`src/rtl/cim_pkg.sv`:
```
// rtl/cim_pkg.sv - shared types and defaults for the CIM array read controller
package cim_pkg;

   localparam int DW_DEF     = 24;
   localparam int AW_DEF     = 8;
   localparam int LW_DEF     = 4;

   // Legal range of the bank read latency (RE cycle to Q-valid cycle)
   localparam int RD_LAT_MIN = 1;
   localparam int RD_LAT_MAX = 3;

   typedef enum logic [1:0] {
      IDLE  = 2'd0,
      ISSUE = 2'd1,
      WAIT  = 2'd2,
      HOLD  = 2'd3
   } rd_state_t;

endpackage

```
`src/rtl/cim_rd_bank_sel.sv`:
```
// rtl/cim_rd_bank_sel.sv - routes read enable/address to one bank and muxes its data back
module cim_rd_bank_sel #(
   parameter int DW = 24,
   parameter int AW = 8
) (
   input  logic          i_bank,
   input  logic          i_re,
   input  logic [AW-1:0] i_ra,
   input  logic [DW-1:0] i_q0,
   input  logic [DW-1:0] i_q1,
   output logic          o_re0,
   output logic [AW-1:0] o_ra0,
   output logic          o_re1,
   output logic [AW-1:0] o_ra1,
   output logic [DW-1:0] o_q
);

   logic w_sel0;
   logic w_sel1;

   assign w_sel0 = i_re & ~i_bank;
   assign w_sel1 = i_re &  i_bank;

   // Only the selected bank sees an enable; addresses are forced to zero whenever enable is low
   always_comb begin
      o_re0 = w_sel0;
      o_re1 = w_sel1;
      o_ra0 = w_sel0 ? i_ra : '0;
      o_ra1 = w_sel1 ? i_ra : '0;
   end

   // Return path follows the latched bank so the idle bank's Q never reaches the data register
   always_comb begin
      o_q = i_bank ? i_q1 : i_q0;
   end

endmodule

```
`src/rtl/cim_array_rd_ctrl.sv`:
```
// rtl/cim_array_rd_ctrl.sv - burst read controller for the two CIM SRAM banks
module cim_array_rd_ctrl
   import cim_pkg::*;
#(
   parameter int DW     = DW_DEF,
   parameter int AW     = AW_DEF,
   parameter int LW     = LW_DEF,
   parameter int RD_LAT = 1
) (
   input  logic          clk,
   input  logic          rst_n,
   input  logic          req_valid,
   output logic          req_ready,
   input  logic [AW-1:0] req_addr,
   input  logic [LW-1:0] req_len,
   input  logic          req_bank,
   output logic          RE0,
   output logic [AW-1:0] RA0,
   output logic          RE1,
   output logic [AW-1:0] RA1,
   input  logic [DW-1:0] Q0,
   input  logic [DW-1:0] Q1,
   output logic          rd_valid,
   input  logic          rd_ready,
   output logic [DW-1:0] rd_data,
   output logic          rd_last,
   output logic          busy
);

   if (RD_LAT < RD_LAT_MIN || RD_LAT > RD_LAT_MAX) begin : g_bad_rd_lat
      $error("cim_array_rd_ctrl: RD_LAT out of range");
   end

   // Value of the latency counter in the WAIT cycle where Q is valid
   localparam logic [1:0] LAT_LAST = 2'(RD_LAT - 1);

   rd_state_t     r_state;
   logic [AW-1:0] r_addr;
   logic [LW-1:0] r_beats;
   logic          r_bank;
   logic [1:0]    r_lat;
   logic          r_re;
   logic          r_rd_valid;
   logic [DW-1:0] r_rd_data;
   logic          r_rd_last;
   logic          r_busy;
   logic          r_req_ready;
   logic [DW-1:0] w_q_sel;

   cim_rd_bank_sel #(
      .DW (DW),
      .AW (AW)
   ) u_bank_sel (
      .i_bank (r_bank),
      .i_re   (r_re),
      .i_ra   (r_addr),
      .i_q0   (Q0),
      .i_q1   (Q1),
      .o_re0  (RE0),
      .o_ra0  (RA0),
      .o_re1  (RE1),
      .o_ra1  (RA1),
      .o_q    (w_q_sel)
   );

   // Burst FSM: one outstanding bank read at a time, each beat held until the consumer takes it
   always_ff @(posedge clk) begin
      if (!rst_n) begin
         r_state     <= IDLE;
         r_addr      <= '0;
         r_beats     <= '0;
         r_bank      <= 1'b0;
         r_lat       <= '0;
         r_re        <= 1'b0;
         r_rd_valid  <= 1'b0;
         r_rd_data   <= '0;
         r_rd_last   <= 1'b0;
         r_busy      <= 1'b0;
         r_req_ready <= 1'b1;
      end else begin
         case (r_state)
            IDLE: begin
               if (req_valid) begin
                  r_addr      <= req_addr;
                  r_beats     <= req_len;
                  r_bank      <= req_bank;
                  r_re        <= 1'b1;
                  r_busy      <= 1'b1;
                  r_req_ready <= 1'b0;
                  r_state     <= ISSUE;
               end
            end
            ISSUE: begin
               r_re    <= 1'b0;
               r_lat   <= '0;
               r_state <= WAIT;
            end
            WAIT: begin
               if (r_lat == LAT_LAST) begin
                  r_rd_data  <= w_q_sel;
                  r_rd_valid <= 1'b1;
                  r_rd_last  <= (r_beats == '0);
                  r_state    <= HOLD;
               end else begin
                  r_lat <= r_lat + 2'd1;
               end
            end
            HOLD: begin
               if (rd_ready) begin
                  r_rd_valid <= 1'b0;
                  r_rd_last  <= 1'b0;
                  if (r_beats == '0) begin
                     r_busy      <= 1'b0;
                     r_req_ready <= 1'b1;
                     r_state     <= IDLE;
                  end else begin
                     r_addr  <= r_addr + 1'b1;
                     r_beats <= r_beats - 1'b1;
                     r_re    <= 1'b1;
                     r_state <= ISSUE;
                  end
               end
            end
            default: r_state <= IDLE;
         endcase
      end
   end

   assign req_ready = r_req_ready;
   assign busy      = r_busy;
   assign rd_valid  = r_rd_valid;
   assign rd_data   = r_rd_data;
   assign rd_last   = r_rd_last;

endmodule

```
`config.mk`:
```
export PLATFORM = sky130hd
export DESIGN_NAME = cim_array_rd_ctrl
export DESIGN_NICKNAME = d
export VERILOG_FILES = /design/src/rtl/cim_pkg.sv /design/src/rtl/cim_rd_bank_sel.sv /design/src/rtl/cim_array_rd_ctrl.sv
export SDC_FILE = /design/constraint.sdc
export NUM_CORES = 1
export LEC_CHECK = 0
export BUFFER_PORTS_ARGS = -buffer_cell sky130_fd_sc_hd__buf_4
export CORE_MARGIN = 5
export CORE_UTILIZATION = 41
export DETAILED_ROUTE_END_ITERATION = 10
export PLACE_DENSITY = 0.71
export SYNTH_ARGS = -nofsm -noshare
export SYNTH_HDL_FRONTEND = slang
export SYNTH_SLANG_ARGS = --single-unit
```
`constraint.sdc`:
```
create_clock -name clk -period 2.45 [get_ports clk]
set_input_delay 0.1225 -clock clk [delete_from_list [all_inputs] [get_ports clk]]
set_output_delay 0.1225 -clock clk [all_outputs]
set_load 0.01 [all_outputs]
```
==> impl_metrics.json <==
{
  "fillCellCount": 543,
  "timing.final.hold_violations": 0,
  "p_clk_frac": 0.163,
  "power.switching_w": 0.001334,
  "drive_above_1_share": 0.3376,
  "clkSlewWorstSetupHoldPaths_ps": 80,
  "core_area_sq_um": 5921,
  "cellPowerDensity_nw_per_um2": 995.6,
  "placementRows": 28,
  "worst_r2r_src": "r_state[1]",
  "finalCriticalPeriod_ps": 1971,
  "worst_path_max_delay_cell": "or3_1",
  "highest_clock_rate_mhz": 507.5,
  "final_cell_mix": "buf_4, dfxtp_1, nor2_1",
  "initial_core_util": 0.4205,
  "wirelength_routed_um": 6663,
  "synth.yosys.seq_area_share": 0.3698,
  "hp-class": "in2reg",
  "drc": 0,
  "tritoncts.num_buffers": 5,
  "antenna_diode_count": 0,
  "synth_edf_count": 0,
  "port_buffers": 110,
  "fin_worst_skew_ps": 6.871,
  "cts_sinks": 46,
  "detail-route-antenna-nets": 0,
  "detail_route.first_pass.iterations": 4,
  "final_core_utilization": 0.5852,
  "synth-async-reset-ratio": 0,
  "number_of_warnings_issued_by_yosys": 0,
  "dominantRegCellSynth": "dfxtp_1",
  "setup_repair_after_global_routing_missed_its_margin": "no",
  "setup_total_negative_slack_ps": 0,
  "type_of_element_capturing_the_critical_path": "register",
  "grt_util_all_layers": 0.1676,
  "report.final.setup_viol": 0,
  "dp_wirelength_um": 5248,
  "setup.reg_to_reg.worst_slack_ps": 480,
  "grt_pass1_vias": 2298,
  "worst_slew_pin_slew_ps": 549.8,
  "clock_tree.htree_level_count": 2,
  "power.static_leakage_nw": 1.510,
  "worst_path_required_time_ps": 2620,
  "netlist-cell-type-count": 42,
  "max-vdd-ir-drop_mv": 0.4566,
  "cts_tree": "built",
  "netlist_area_sq_um": 2490,
  "clkLatencyLatePin_ps": 300,
  "number_of_antenna_violations_at_the_first_check_in_global_routing": 0,
  "worst_ep_arrival_time_ps": 2140,
  "pwr-share-comb": 0.478,
  "routed_via_density": 5.221,
  "status": "finished clean",
  "syn-mean-instance-area_sq_um": 8.767,
  "power.share.sequential": 0.359,
  "root_buffer": "clkbuf_8",
  "drv_cap": 0,
  "routabilityCongestion": 0.8762,
  "floorplan.die.height_um": 87.93,
  "synth.ff_latch_count": 46,
  "worstHoldStart": "rst_n",
  "holdBufCountCts": 0,
  "floorplan.io_pins": 111,
  "layout_commonest_cell": "buf_4",
  "syn_nets": 359,
  "timing_max_transition_violations_final": 0,
  "cellInternalPower_w": 0.002115,
  "wl_per_cell_um": 14.30,
  "setup.worst_path.class": "reg2reg",
  "design.final.nets": 465,
  "dieArea_sq_um": 7732,
  "finalCritPeriodShare": 0.8043,
  "path_cells": "inv_1 > ha_1 > mux2i_1 > or3_1 > a211oi_2 > a211oi_1",
  "crit_path_start_kind": "register",
  "die_x_um": 87.93,
  "post_cts_resize_count": 0,
  "critical_path.max_fanout": 10,
  "grt_max_degree": 32,
  "vias": 2433,
  "worst_stage_delay_on_the_critical_path_ps": 510,
  "post_cts_buffers": 0,
  "synth_cells": 284,
  "first_pass_grt_wire_length_um": 10410,
  "switching_part_of_the_total_power": 0.3867,
  "worstSetupStartpoint": "r_state[1]",
  "cts-root-to-sink-buffers": 2,
  "detail_route.iter0.violations": 55,
  "area_delta_synth_final_pct": 39.15,
  "grt-ovfl-total": 0,
  "max_slew_margin": 0.6312
}
path summary, 6_finish.rpt:
kind / end / cells past startpoint
hold reg to reg: busy / 2
hold / removal: req_ready / 2
setup / recovery: r_beats[1] / 6
setup reg to reg: r_beats[1] / 6
cell type report:
class                      count  area [sq um]  area share
clock buffer                   6         72.57     0.02095
timing repair buffer         120         900.9      0.2600
clock inverter                 2         37.54     0.01083
sequential                    46         922.1      0.2662
inverter                      12         45.04     0.01300
tap                           75         93.84     0.02709
multi-input combinational    205          1393      0.4020
power by group through the flow:
stage | clock (W) | combinational (W) | sequential (W)
global placement | 0 | 0.00162 | 0.00124
CTS | 0.000583 | 0.00167 | 0.00124
floorplan | 0 | 0.00104 | 0.00126
global route | 0.000615 | 0.00184 | 0.00128
finish | 0.000563 | 0.00165 | 0.00124
detailed placement | 0 | 0.00166 | 0.00126
kinds of logic after synthesis:
| group | synth area share |
|---|---|
| simple gates | 0.1879 |
| buf+inv | 0.07136 |
| fa+ha+maj | 0.05025 |
| compound gates | 0.1965 |
| xor+xnor | 0.003518 |
| mux | 0.1206 |
| flops | 0.3698 |
through the flow:
| step | instances | setup WS, ps | area, sq um | hold WS, ps | total power [W] |
|---|---|---|---|---|---|
| floorplan | 284 | 715.0 | 2490 | 270.0 | 0.002296 |
| global placement | 458 | 604.1 | 3354 | 371.2 | 0.002865 |
| detailed placement | 458 | 497.2 | 3354 | 374.1 | 0.002918 |
| CTS | 466 | 484.0 | 3465 | 52.37 | 0.003491 |
| global route | 466 | 331.8 | 3465 | 67.27 | 0.003739 |
| finish | 466 | 479.4 | 3465 | 64.43 | 0.003449 |
synth_stat cells, types with 2 or more instances:
| library cell | number | area [sq um] |
|---|---|---|
| a211oi_1 | 29 | 217.7 |
| a21oi_1 | 10 | 50.05 |
| a221oi_1 | 2 | 17.52 |
| a2bb2oi_1 | 2 | 17.52 |
| a32oi_1 | 2 | 17.52 |
| and2_1 | 9 | 56.30 |
| and3_1 | 10 | 62.56 |
| buf_2 | 3 | 15.01 |
| buf_6 | 4 | 45.04 |
| clkbuf_1 | 12 | 45.04 |
| clkbuf_8 | 2 | 27.53 |
| clkinv_1 | 2 | 7.510 |
| dfxtp_1 | 46 | 920.9 |
| ha_1 | 10 | 125.1 |
| inv_1 | 10 | 37.54 |
| mux2i_1 | 30 | 300.3 |
| nand2_1 | 16 | 60.06 |
| nand3_1 | 4 | 20.02 |
| nor2_1 | 37 | 138.9 |
| nor2b_1 | 3 | 18.77 |
| nor3_1 | 5 | 25.02 |
| o21a_1 | 3 | 22.52 |
| o21ai_0 | 10 | 50.05 |
| o22ai_1 | 2 | 12.51 |
| o32ai_1 | 4 | 35.03 |
routing by layer:
| metal | vias up | wire [um] | global-route usage |
|---|---|---|---|
| met4 | 0 | 59 | 0.04045 |
| met1 | 1102 | 2783 | 0.2030 |
| met5 | - | 0 | 0 |
| met2 | 88 | 3260 | 0.2952 |
| li1 | 1235 | - | - |
| met3 | 8 | 560 | 0.04421 |
state kept, by name, indices dropped and copies added, names as in the netlist:
name and count:
r_beats 4, rd_valid 1, rd_data 24, rd_last 1, req_ready 1, r_lat 2
busy 1, r_addr 8, r_state 2, r_re 1, r_bank 1
worst max-delay path, delay by kind of cell (launching register included):
family                   cells  cell delay, ps
buffers and inverters        1             110
AO/OA/AOI/OAI                2             330
flip-flops                   1             450
AND/OR/NAND/NOR              1             510
multiplexers                 1             180
adder cells (fa/ha/maj)      1             260
Note: power is estimated with default switching activity, not from simulation.
